<file path="config.mk">
export PLATFORM = sky130hd
export DESIGN_NAME = fwd_hazard_ctrl
export DESIGN_NICKNAME = d
export VERILOG_FILES = /design/src/rtl/fwd_hazard_ctrl.sv
export SDC_FILE = /design/constraint.sdc
export NUM_CORES = 1
export LEC_CHECK = 0
export ABC_CLOCK_PERIOD_IN_PS = 1800
export BUFFER_PORTS_ARGS = -buffer_cell sky130_fd_sc_hd__buf_2
export CORE_UTILIZATION = 53
export CTS_BUF_LIST = sky130_fd_sc_hd__clkbuf_8
export DETAILED_ROUTE_END_ITERATION = 8
export PLACE_DENSITY = 0.81
export SYNTH_ARGS = -nofsm -noshare
export SYNTH_HDL_FRONTEND = slang
export SYNTH_SLANG_ARGS = --single-unit
</file>
<file path="constraint.sdc">
create_clock -name clk -period 1.8 [get_ports clk]
set_input_delay 0.36 -clock clk [delete_from_list [all_inputs] [get_ports clk]]
set_output_delay 0.36 -clock clk [all_outputs]
set_load 0.01 [all_outputs]
</file>
<file path="src/rtl/fwd_hazard_ctrl.sv">
// fwd_hazard_ctrl: forwarding-select and hazard controller for a 5-stage pipeline.
//
// Tracks destination info for the instructions currently in EX (ex_q) and MEM
// (mem_q). Computes the EX-stage operand mux selects one cycle early, in ID, and
// registers them. Also detects load-use hazards and honours freeze and flush.
//
// Select encoding (mux4 inputs):
//   00 = register file
//   01 = EX/MEM ALU result
//   10 = MEM/WB write-back data
//   11 = immediate (operand B only)
//
// The register file is write-before-read, so an instruction three stages ahead
// needs no forwarding path.
module fwd_hazard_ctrl #(
   parameter int REG_AW   = 5,
   parameter int ZERO_REG = 0
) (
   input  logic              clk,
   input  logic              rst_n,
   input  logic              id_valid,
   input  logic [REG_AW-1:0] id_rs,
   input  logic [REG_AW-1:0] id_rt,
   input  logic              id_uses_rt,
   input  logic              id_alu_src,
   input  logic [REG_AW-1:0] id_dest,
   input  logic              id_reg_write,
   input  logic              id_mem_read,
   input  logic              flush,
   input  logic              freeze,
   output logic [1:0]        fwd_a_sel,
   output logic [1:0]        fwd_b_sel,
   output logic              pc_write_en,
   output logic              if_id_write_en,
   output logic              id_ex_bubble,
   output logic [1:0]        hz_state
);

   typedef enum logic [1:0] {
      RUN      = 2'b00,
      LU_STALL = 2'b01,
      FREEZE   = 2'b10
   } hz_state_e;

   typedef struct packed {
      logic              valid;
      logic [REG_AW-1:0] dest;
      logic              reg_write;
      logic              mem_read;
   } shadow_t;

   localparam logic [REG_AW-1:0] ZERO    = REG_AW'(ZERO_REG);
   localparam logic [1:0]        SEL_RF  = 2'b00;
   localparam logic [1:0]        SEL_EX  = 2'b01;
   localparam logic [1:0]        SEL_MEM = 2'b10;
   localparam logic [1:0]        SEL_IMM = 2'b11;

   hz_state_e state_q, state_d;
   shadow_t   ex_q, ex_d;
   shadow_t   mem_q, mem_d;
   logic [1:0] sel_a_q, sel_a_d;
   logic [1:0] sel_b_q, sel_b_d;

   logic       lu;
   logic [1:0] calc_a, calc_b;

   // A shadow entry is a forwarding source for r if it is a real instruction
   // that writes r, and r is not the hard-wired zero register.
   function automatic logic hit(input shadow_t s, input logic [REG_AW-1:0] r);
      return s.valid && s.reg_write && (s.dest == r) && (r != ZERO);
   endfunction

   // Select for one source operand. EX wins over MEM because it holds the
   // younger value.
   function automatic logic [1:0] src_sel(input shadow_t ex, input shadow_t mem,
                                          input logic [REG_AW-1:0] r);
      if (hit(ex, r))
         return SEL_EX;
      else if (hit(mem, r))
         return SEL_MEM;
      else
         return SEL_RF;
   endfunction

   // Load-use detection and the candidate selects for the instruction now in ID.
   always_comb begin
      lu = id_valid && ex_q.valid && ex_q.mem_read && (ex_q.dest != ZERO) &&
           ((ex_q.dest == id_rs) || (id_uses_rt && (ex_q.dest == id_rt)));
      calc_a = src_sel(ex_q, mem_q, id_rs);
      calc_b = id_alu_src ? SEL_IMM : src_sel(ex_q, mem_q, id_rt);
   end

   // Next-state, shadow/select updates and enables.
   // Priority order: freeze, then flush, then load-use, then normal advance.
   always_comb begin
      state_d        = state_q;
      ex_d           = ex_q;
      mem_d          = mem_q;
      sel_a_d        = sel_a_q;
      sel_b_d        = sel_b_q;
      pc_write_en    = 1'b1;
      if_id_write_en = 1'b1;
      id_ex_bubble   = 1'b0;
      if (!rst_n) begin
         // Reset forces the idle enables even while other requests are asserted.
         state_d = RUN;
      end else if (freeze) begin
         // The whole pipeline holds: shadows and selects keep their values.
         state_d        = FREEZE;
         pc_write_en    = 1'b0;
         if_id_write_en = 1'b0;
      end else if (flush) begin
         // Kill the ID instruction. The PC stays enabled so the branch target
         // loads, even if a load-use hazard is pending.
         state_d      = RUN;
         id_ex_bubble = 1'b1;
         ex_d         = '0;
         mem_d        = ex_q;
         sel_a_d      = SEL_RF;
         sel_b_d      = SEL_RF;
      end else if (state_q == LU_STALL) begin
         // Dead cycle: the shadows hold so that the load stays in mem_q.
         // The held ID instruction is re-evaluated in RUN on the next cycle,
         // where it then resolves to the MEM/WB path.
         state_d        = RUN;
         pc_write_en    = 1'b0;
         if_id_write_en = 1'b0;
         id_ex_bubble   = 1'b1;
      end else if (lu) begin
         // Insert a bubble behind the load and hold the front end.
         state_d        = LU_STALL;
         pc_write_en    = 1'b0;
         if_id_write_en = 1'b0;
         id_ex_bubble   = 1'b1;
         ex_d           = '0;
         mem_d          = ex_q;
         sel_a_d        = SEL_RF;
         sel_b_d        = SEL_RF;
      end else begin
         // Normal advance. This path also covers the first cycle after a freeze
         // is released, so a pending hazard is re-checked there.
         state_d = RUN;
         ex_d    = '{valid: id_valid, dest: id_dest,
                     reg_write: id_reg_write, mem_read: id_mem_read};
         mem_d   = ex_q;
         sel_a_d = calc_a;
         sel_b_d = calc_b;
      end
   end

   // State, shadow and select registers.
   always_ff @(posedge clk or negedge rst_n) begin
      if (!rst_n) begin
         state_q <= RUN;
         ex_q    <= '0;
         mem_q   <= '0;
         sel_a_q <= SEL_RF;
         sel_b_q <= SEL_RF;
      end else begin
         state_q <= state_d;
         ex_q    <= ex_d;
         mem_q   <= mem_d;
         sel_a_q <= sel_a_d;
         sel_b_q <= sel_b_d;
      end
   end

   assign fwd_a_sel = sel_a_q;
   assign fwd_b_sel = sel_b_q;
   assign hz_state  = state_q;

endmodule

</file>
# Yosys cells after proc, flatten, opt, wreduce, memory -nomap -nowiden
# Index checks and enable logic that the tools add are counted.
# Widths: inputs -> output; s select.
# totals
register_bits	21
inputBits	24
output_inout_bits	9
wordCells	68
# op_classes
n_eq_ne	6
muxes	31
bitwise_logic	1
n_reduce_logical	20
# ops
cell	n
$mux 8	5
$mux 2	13
$eq 5x5->1	4
$logic_and 1x1->1	15
$reduce_bool 5->1	3
$mux 1	13
$reduce_and 3->1	1
$eq 2x1->1 const B	1
$ne 2x2->1 const B	1
$logic_or 1x1->1	1
$not 1->1	1

# Logic depth before layout (Yosys ltp)
# Gate-level depths: netlist (run 1).
# depth
word_depth	9
mapped_depth	7
ltp_nobuf	6

# Least setup slack after synthesis (run 1)
# Ideal clock, no wire load.
# synth_timing
kind	register -> output
startpoint	reg ex_q[2] (netlist bit)
endpoint	out pc_write_en
arrival_time_ns	1.420
required_ns	1.440
setup_slack_ns	0.020
path_stages_with_launch	8
path_buffers	1
path_cell_list	dfrtp_1 -> xnor2_1 -> nand3_1 -> nor3_2 -> o21ai_2 -> nand2_1 -> a31oi_1 -> buf_4
# synth_via
elab_chain_len	9
word_cells_on_any_way	12
classes_between	eq/ne (2); mux (5); reduce/logical (5)
# synth_lines
element	line	source
start: declaration	59	shadow_t ex_q, ex_d;
start signal: assignment	155	ex_q <= '0;
start signal: assignment	161	ex_q <= ex_d;
$eq 5x5->1	88	((ex_q.dest == id_rs) || (id_uses_rt && (ex_q.dest == id_rt)));
$logic_and 1x1->1	88	
$logic_or 1x1->1	88	
$logic_and 1x1->1 *	87	lu = id_valid && ex_q.valid && ex_q.mem_read && (ex_q.dest != ZERO) &&
$mux 1 * (5 in a row)	--	
end: declaration	33	output logic pc_write_en,
# Every way passes the cells marked *; elsewhere a longest branch is shown, timed or not.

# Worst setup path in the final report (run 1)
# layout_timing
startpoint	reg ex_q[4] (netlist bit)
endpoint	out id_ex_bubble
# layout_via
elab_chain_len	9
word_cells_on_any_way	12
classes_between	eq/ne (2); mux (5); reduce/logical (5)
# layout_lines
element	line	source
$eq 5x5->1	88	
$logic_and 1x1->1	88	
$logic_or 1x1->1	88	
$logic_and 1x1->1 *	87	
$mux 1 *	129	end else if (lu) begin
$mux 1 *	121	end else if (state_q == LU_STALL) begin
$mux 1 *	112	end else if (flush) begin
$mux 1 *	107	end else if (freeze) begin
$mux 1 *	104	if (!rst_n) begin
end: declaration	35	output logic id_ex_bubble,
# Marked as above.

==> results of run 1 <==
-- area by class of cell --
type	count	area [um2]
Clock buffer	3	41.3
Clock inverter	1	5.00
Fill cell	112	385
Inverter	1	3.75
Multi-Input combinational cell	79	684
Sequential cell	21	532
Tap cell	27	33.8
Timing Repair Buffer	51	317
-- what timing repair did --
item / in CTS / in global routing
setup buffers: 17 / 3
setup endpoints to repair: 3 / 15
pin swaps: 15 / 5
gates resized for setup: 21 / 5
hold endpoints to repair: 2 / 0
hold buffers: 1 / 0
gates cloned: 0 / 1
-- layer usage --
| metal | GRT usage, % | wire length (um) | vias to the layer above |
|---|---|---|---|
| met1 | 33.8 | 1310 | 517 |
| met5 | 0 | 0 | - |
| met3 | 6.29 | 229 | 16 |
| met2 | 53.3 | 1670 | 59 |
| met4 | 22.5 | 146 | 0 |
| li1 | - | - | 479 |
-- cell families (layout without fill, tap and decap cells) --
family / count (synthesis) / count (layout) / synth area share, %
mux: 7 / 7 / 6.90
simple gates: 33 / 34 / 16.6
buf+inv: 5 / 56 / 2.74
compound gates: 18 / 18 / 12.4
flops: 21 / 21 / 46.0
xor+xnor: 20 / 20 / 15.3
-- metrics by stage --
stage	util (%)	cells	setup TNS [ns]	hold WS [ns]
floorplan	-	104	0	0.0644
global placement	66.5	162	0	0.177
detailed placement	66.5	162	-0.0205	0.179
CTS	80.3	184	-0.527	0.0556
global route	80.8	183	-0.974	0.0523
finish	80.8	183	-0.722	0.0461
-- cells in the mapped netlist, drive strengths merged --
| cell type | n | area share [%] |
|---|---|---|
| nand2 | 6 | 2.0 |
| o21ai | 3 | 1.6 |
| buf | 3 | 2.1 |
| nor2 | 6 | 2.2 |
| or4 | 3 | 2.3 |
| or2 | 1 | 0.55 |
| nor4 | 3 | 1.6 |
| nor3 | 2 | 1.3 |
| nand3 | 5 | 2.2 |
| a22o | 11 | 8.4 |
| clkbuf | 1 | 0.33 |
| dfrtp | 21 | 46 |
| a21oi | 1 | 0.44 |
| a21boi | 1 | 0.66 |
| xnor2 | 12 | 9.2 |
| inv | 1 | 0.33 |
| a31oi | 1 | 0.55 |
| xor2 | 8 | 6.1 |
| nand2b | 1 | 0.55 |
| mux2 | 7 | 6.9 |
| and2 | 2 | 1.1 |
| nand4 | 2 | 1.1 |
| nor2b | 2 | 1.8 |
| o21bai | 1 | 0.66 |
-- worst paths after layout --
check,from,depth (start not counted),to,slack [ns]
min in group clk,id_dest[1],2,ex_q[3],0.30
hold reg to reg,fwd_a_sel[0],1,fwd_a_sel[0],0.51
setup reg to reg,ex_q[4],7,ex_q[2],0
max in group asynchronous,rst_n,2,hz_state[0],1.19
hold / removal,rst_n,2,ex_q[2],0.05
setup / recovery,ex_q[4],6,id_ex_bubble,-0.28
-- power by group through the flow --
stage          Sequential (mW)  Clock, mW  Combinational [mW]
3_3_place_gp             0.585          0               0.217
4_1_cts                  0.583      0.313               0.304
2_1_floorplan            0.575          0               0.149
5_1_grt                  0.595      0.347               0.344
6_report                 0.589      0.324               0.321
3_5_place_dp             0.588          0               0.225
-- sequential cells by signal, summed over array words and instances (netlist names) --
name	cells
fwd_a_sel	2
ex_q	8
mem_q	7
fwd_b_sel	2
hz_state	2
==> impl_metrics.csv, run 1 <==
group,metric,value,unit
finish,num_antenna_cells,0,
synth,syn_nets,128,
placement,pre_cts_ws,-0.0205,ns
clocking,path_clk_slew,0.08,ns
clocking,numCtsBuffers,3,
placement,place_congestion,0.827,
detailed_routing,routedWlPerCell,18.4,um
clocking,cts_tree,"built",
worst_setup_path,cp.arrival,1.72,ns
global_route,first_global_vias,1152,
synth,ys_seq_area_share,46.0,%
synth,yosys_warnings,0,
power,pwr-share-clk,26.3,%
finish,final_area,1620,um2
detailed_routing,vias,1071,
clocking,htree_levels,1,
power,power_density,763,nW/um2
finish,layout_common_cells,"buf_2, dfrtp_1, buf_4",
detailed_routing,drtIter0Drc,35,
floorplan,io_pins,33,
worst_setup_path,critical_path.top_delay_family,"flip-flops",
floorplan,initial_utilization,57.1,%
timing,skew,0.00104,ns
power,comb_power_share,26.0,%
placement,dpl.hpwl,1840,um
worst_setup_path,endpoint_kind,"output pin",
worst_setup_path,worst_path_largest_cell_delay,0.47,ns
power,p_int,0.855,mW
placement,port_buffers,32,
floorplan,num_rows,16,
status,outcome,"finished with violations",
floorplan,fp.dieW,48.4,um
floorplan,core-area,2000,um2
power,power.leakage,0.767,nW
worst_setup_path,crit_buf_inv,1,
clocking,root_buffer,"clkbuf_8",
timing,setup_viol,5,
worst_setup_path,crit_type,"reg -> out",
global_route,grt_max_degree,21,
timing,rsz0062_at_grt,"yes",
power,peakVddDrop,588,uV
floorplan,die_area,2340,um2
clocking,clk_path_buf_depth,2,
finish,fin_nets,181,
timing,fmax,482,MHz
detailed_routing,drc_errors,0,
synth,synth-seq-cells,21,
global_route,grt-ovfl-total,0,
timing,hold_violations,0,
global_route,antenna_found_initial,0,
global_route,grt_pass1_wl,5310,um
global_route,grt.total_usage,31.0,%
synth,syn_avg_cell_area,11.0,um2
synth,synthCells,104,
timing,fin_crit,2.08,ns
status,violations,"setup timing",
timing,period_share,115,%
synth,ys_types,31,
detailed_routing,routed_wl,3360,um
timing,worst_pin_slew,0.386,ns
floorplan,die_h,48.4,um
detailed_routing,firstDrtPassIters,4,
timing,drv_slew,0,
finish,area_growth_syn_to_layout,41.5,%
timing,layout_setup_ws,-0.276,ns
placement,dpl_cell_area,1330,um2
finish,layout_commonest_cell,"buf_2",
worst_setup_path,path_cells,"xnor2_2 -> nand3_2 -> nor2_4 -> o21ai_2 -> a21boi_1 -> buf_2",
worst_hold_path,hp-class,"in -> async",
power,swShare,30.7,%
clocking,cts.sinks,21,
power,total_power,1.23,mW
synth,synth_area,1140,um2
finish,layout-drive-gt1-share,53.8,%
detailed_routing,avgViaCountPerCell,5.85,
clocking,clk-insertion-delay-late,0.27,ns
job,maxCapViolCount,0,
timing,relSlewSlack,74.2,%
worst_setup_path,critPathRequiredTime,1.44,ns
worst_setup_path,worst-path-max-fanout,4,
worst_setup_path,cpMaxStageDelayCell,"dfrtp_2",
detailed_routing,ant_nets,0,
power,seqPwrFrac,47.7,%
worst_setup_path,cp-start-kind,"flop",
power,power.switching,0.378,mW
No activity file was read; power rests on OpenSTA's default activity.
==> run 2: changes to the inputs <==
==> constraint.sdc (replaced) <==
create_clock -name clk -period 1.8 [get_ports clk]
set_input_delay 0 -clock clk [delete_from_list [all_inputs] [get_ports clk]]
set_output_delay 0 -clock clk [all_outputs]
set_load 0.01 [all_outputs]
==> impl_metrics.csv, run 2 (synthesized netlist as in run 1, its figures left out) <==
group,metric,value,unit
timing,relSlewSlack,78.7,%
placement,place_congestion,0.835,
detailed_routing,ant_nets,0,
worst_setup_path,worst_path_largest_cell_delay,0.46,ns
power,total_power,1.13,mW
timing,tns,0,ns
global_route,grt-ovfl-total,0,
timing,worst_pin_slew,0.317,ns
floorplan,die_area,2340,um2
finish,final_area,1480,um2
detailed_routing,drtIter0Drc,11,
global_route,grt_pass1_wl,4260,um
timing,skew,0.00273,ns
timing,fin_crit,1.70,ns
worst_setup_path,critPathRequiredTime,1.80,ns
floorplan,num_rows,16,
detailed_routing,met3_length,84,um
detailed_routing,top_layer,"met4",
timing,hold_ws,0.0669,ns
finish,ff_latch_area,527,um2
worst_hold_path,hp-start,"id_alu_src",
placement,port_buffers,32,
power,power_density,763,nW/um2
global_route,antenna_found_initial,0,
status,outcome,"finished clean",
floorplan,core-area,2000,um2
finish,top_register,"ex_q",
placement,dp.cells,161,
finish,reg_top3,"ex_q: 8 flops, mem_q: 7 flops",
clocking,htree_levels,1,
detailed_routing,routed_wl,2550,um
power,power.leakage,0.700,nW
worst_setup_path,cpMaxStageDelayCell,"dfrtp_1",
finish,final_cells,175,
clocking,numCtsBuffers,3,
worst_setup_path,crit_type,"reg -> out",
global_route,first_global_vias,982,
global_route,grt.total_usage,23.9,%
worst_setup_path,endpoint_kind,"output pin",
worst_setup_path,path_cells,"xnor2_1 -> nand3_1 -> nor3_2 -> o21ai_2 -> nand2_1 -> a31oi_1 -> buf_2",
detailed_routing,routedWlPerCell,14.5,um
timing,rsz0062_at_grt,"no",
job,maxCapViolCount,0,
finish,area_growth_syn_to_layout,29.4,%
finish,layout_common_cells,"buf_2, dfrtp_1, xnor2_1, a22o_1, dlygate4sd3_1",
worst_setup_path,cp.arrival,1.70,ns
detailed_routing,vias,940,
finish,fin_nets,173,
worst_hold_path,hp-class,"in -> reg",
timing,hold_violations,0,
worst_setup_path,cp-startpoint,"ex_q[6]",
clocking,clk-insertion-delay-late,0.26,ns
timing,fmax,589,MHz
clocking,cts_tree,"built",
clocking,clk_path_buf_depth,2,
detailed_routing,met2_length,1250,um
detailed_routing,firstDrtPassIters,4,
floorplan,initial_utilization,57.1,%
detailed_routing,met1_length,1170,um
detailed_routing,drc_errors,0,
finish,layout-drive-gt1-share,34.5,%
finish,nFillCells,155,
finish,num_antenna_cells,0,
timing,period_share,94.3,%
global_route,grt_max_degree,24,
placement,dpl_cell_area,1320,um2
clocking,cts.sinks,21,
worst_setup_path,reg2reg_from,"ex_q[6]",
finish,multi_input_area,593,um2
finish,layout_commonest_cell,"buf_2",
timing,drv_slew,0,
finish,largest_register_ffs,8,
clocking,path_clk_slew,0.07,ns
worst_setup_path,cp-start-kind,"flop",
power,peakVddDrop,507,uV
floorplan,die_h,48.4,um
timing,setup_viol,0,
floorplan,fp.dieW,48.4,um
floorplan,io_pins,33,
detailed_routing,avgViaCountPerCell,5.37,
placement,dpl.hpwl,1790,um
clocking,root_buffer,"clkbuf_8",
worst_setup_path,worst-path-max-fanout,5,
==> run 2: cell count changes in the layout (fill, tap and decap cells not counted), sizes merged <==
cell         before  now
dlygate4sd3       1   10
inv               1    2
clkinv            1    0
buf              50   34
nor2b             3    2
==> run 2: cell type report <==
cell class,count,share of cell area (%)
Multi-Input combinational cell,78,40.1
Timing Repair Buffer,44,18.6
Clock buffer,3,2.79
Tap cell,27,2.29
Sequential cell,21,35.6
Inverter,1,0.254
Clock inverter,1,0.254
==> run 2: final timing paths <==
| path | depth (start not counted) | end | slack, ns |
|---|---|---|---|
| setup / recovery | 7 | if_id_write_en | 0.10 |
| hold / removal | 3 | fwd_b_sel[1] | 0.07 |
| setup reg to reg | 6 | ex_q[2] | 0.21 |
| hold reg to reg | 1 | fwd_b_sel[1] | 0.50 |
| max in group asynchronous | 3 | ex_q[2] | 1.31 |
| min in group asynchronous | 3 | mem_q[3] | 0.25 |
==> run 2: worst max-delay path: cells and delay by family, from the launching register on <==
kind,cells,cell delay (ns)
AOI/OAI and AO/OA,2,0.42
xor gates and xnor gates,1,0.16
buffers and inverters,1,0.16
DFF,1,0.46
and+or+nand+nor,3,0.24
==> run 2: layer usage <==
layer	vias up	GRT usage, %
li1	463	-
met1	448	29.0
met2	24	43.0
met3	5	2.52
met4	0	10.3
met5	-	0
==> run 2: power breakdown <==
group | internal, mW | switching (mW) | leakage, nW | total (mW)
Clock | 0.152 | 0.151 | 0.0269 | 0.303
Combinational | 0.139 | 0.106 | 0.397 | 0.245
Sequential | 0.522 | 0.0561 | 0.276 | 0.578
==> run 2: stage by stage <==
step / worst slack, ns / utilization (%)
5_1_grt: 0.00307 / 73.8
4_1_cts: 0.0831 / 73.4
6_report: 0.103 / 73.8
3_5_place_dp: 0.212 / 66.1
2_1_floorplan: 0.272 / -
3_3_place_gp: 0.266 / 66.1
==> run 2: timing repair <==
item / in CTS / in global routing
resized for setup: 0 / 2
hold buffers: 10 / 0
endpoints found under the hold margin: 30 / 0
setup buffers: 0 / 0
endpoints found under the setup margin: 0 / 3
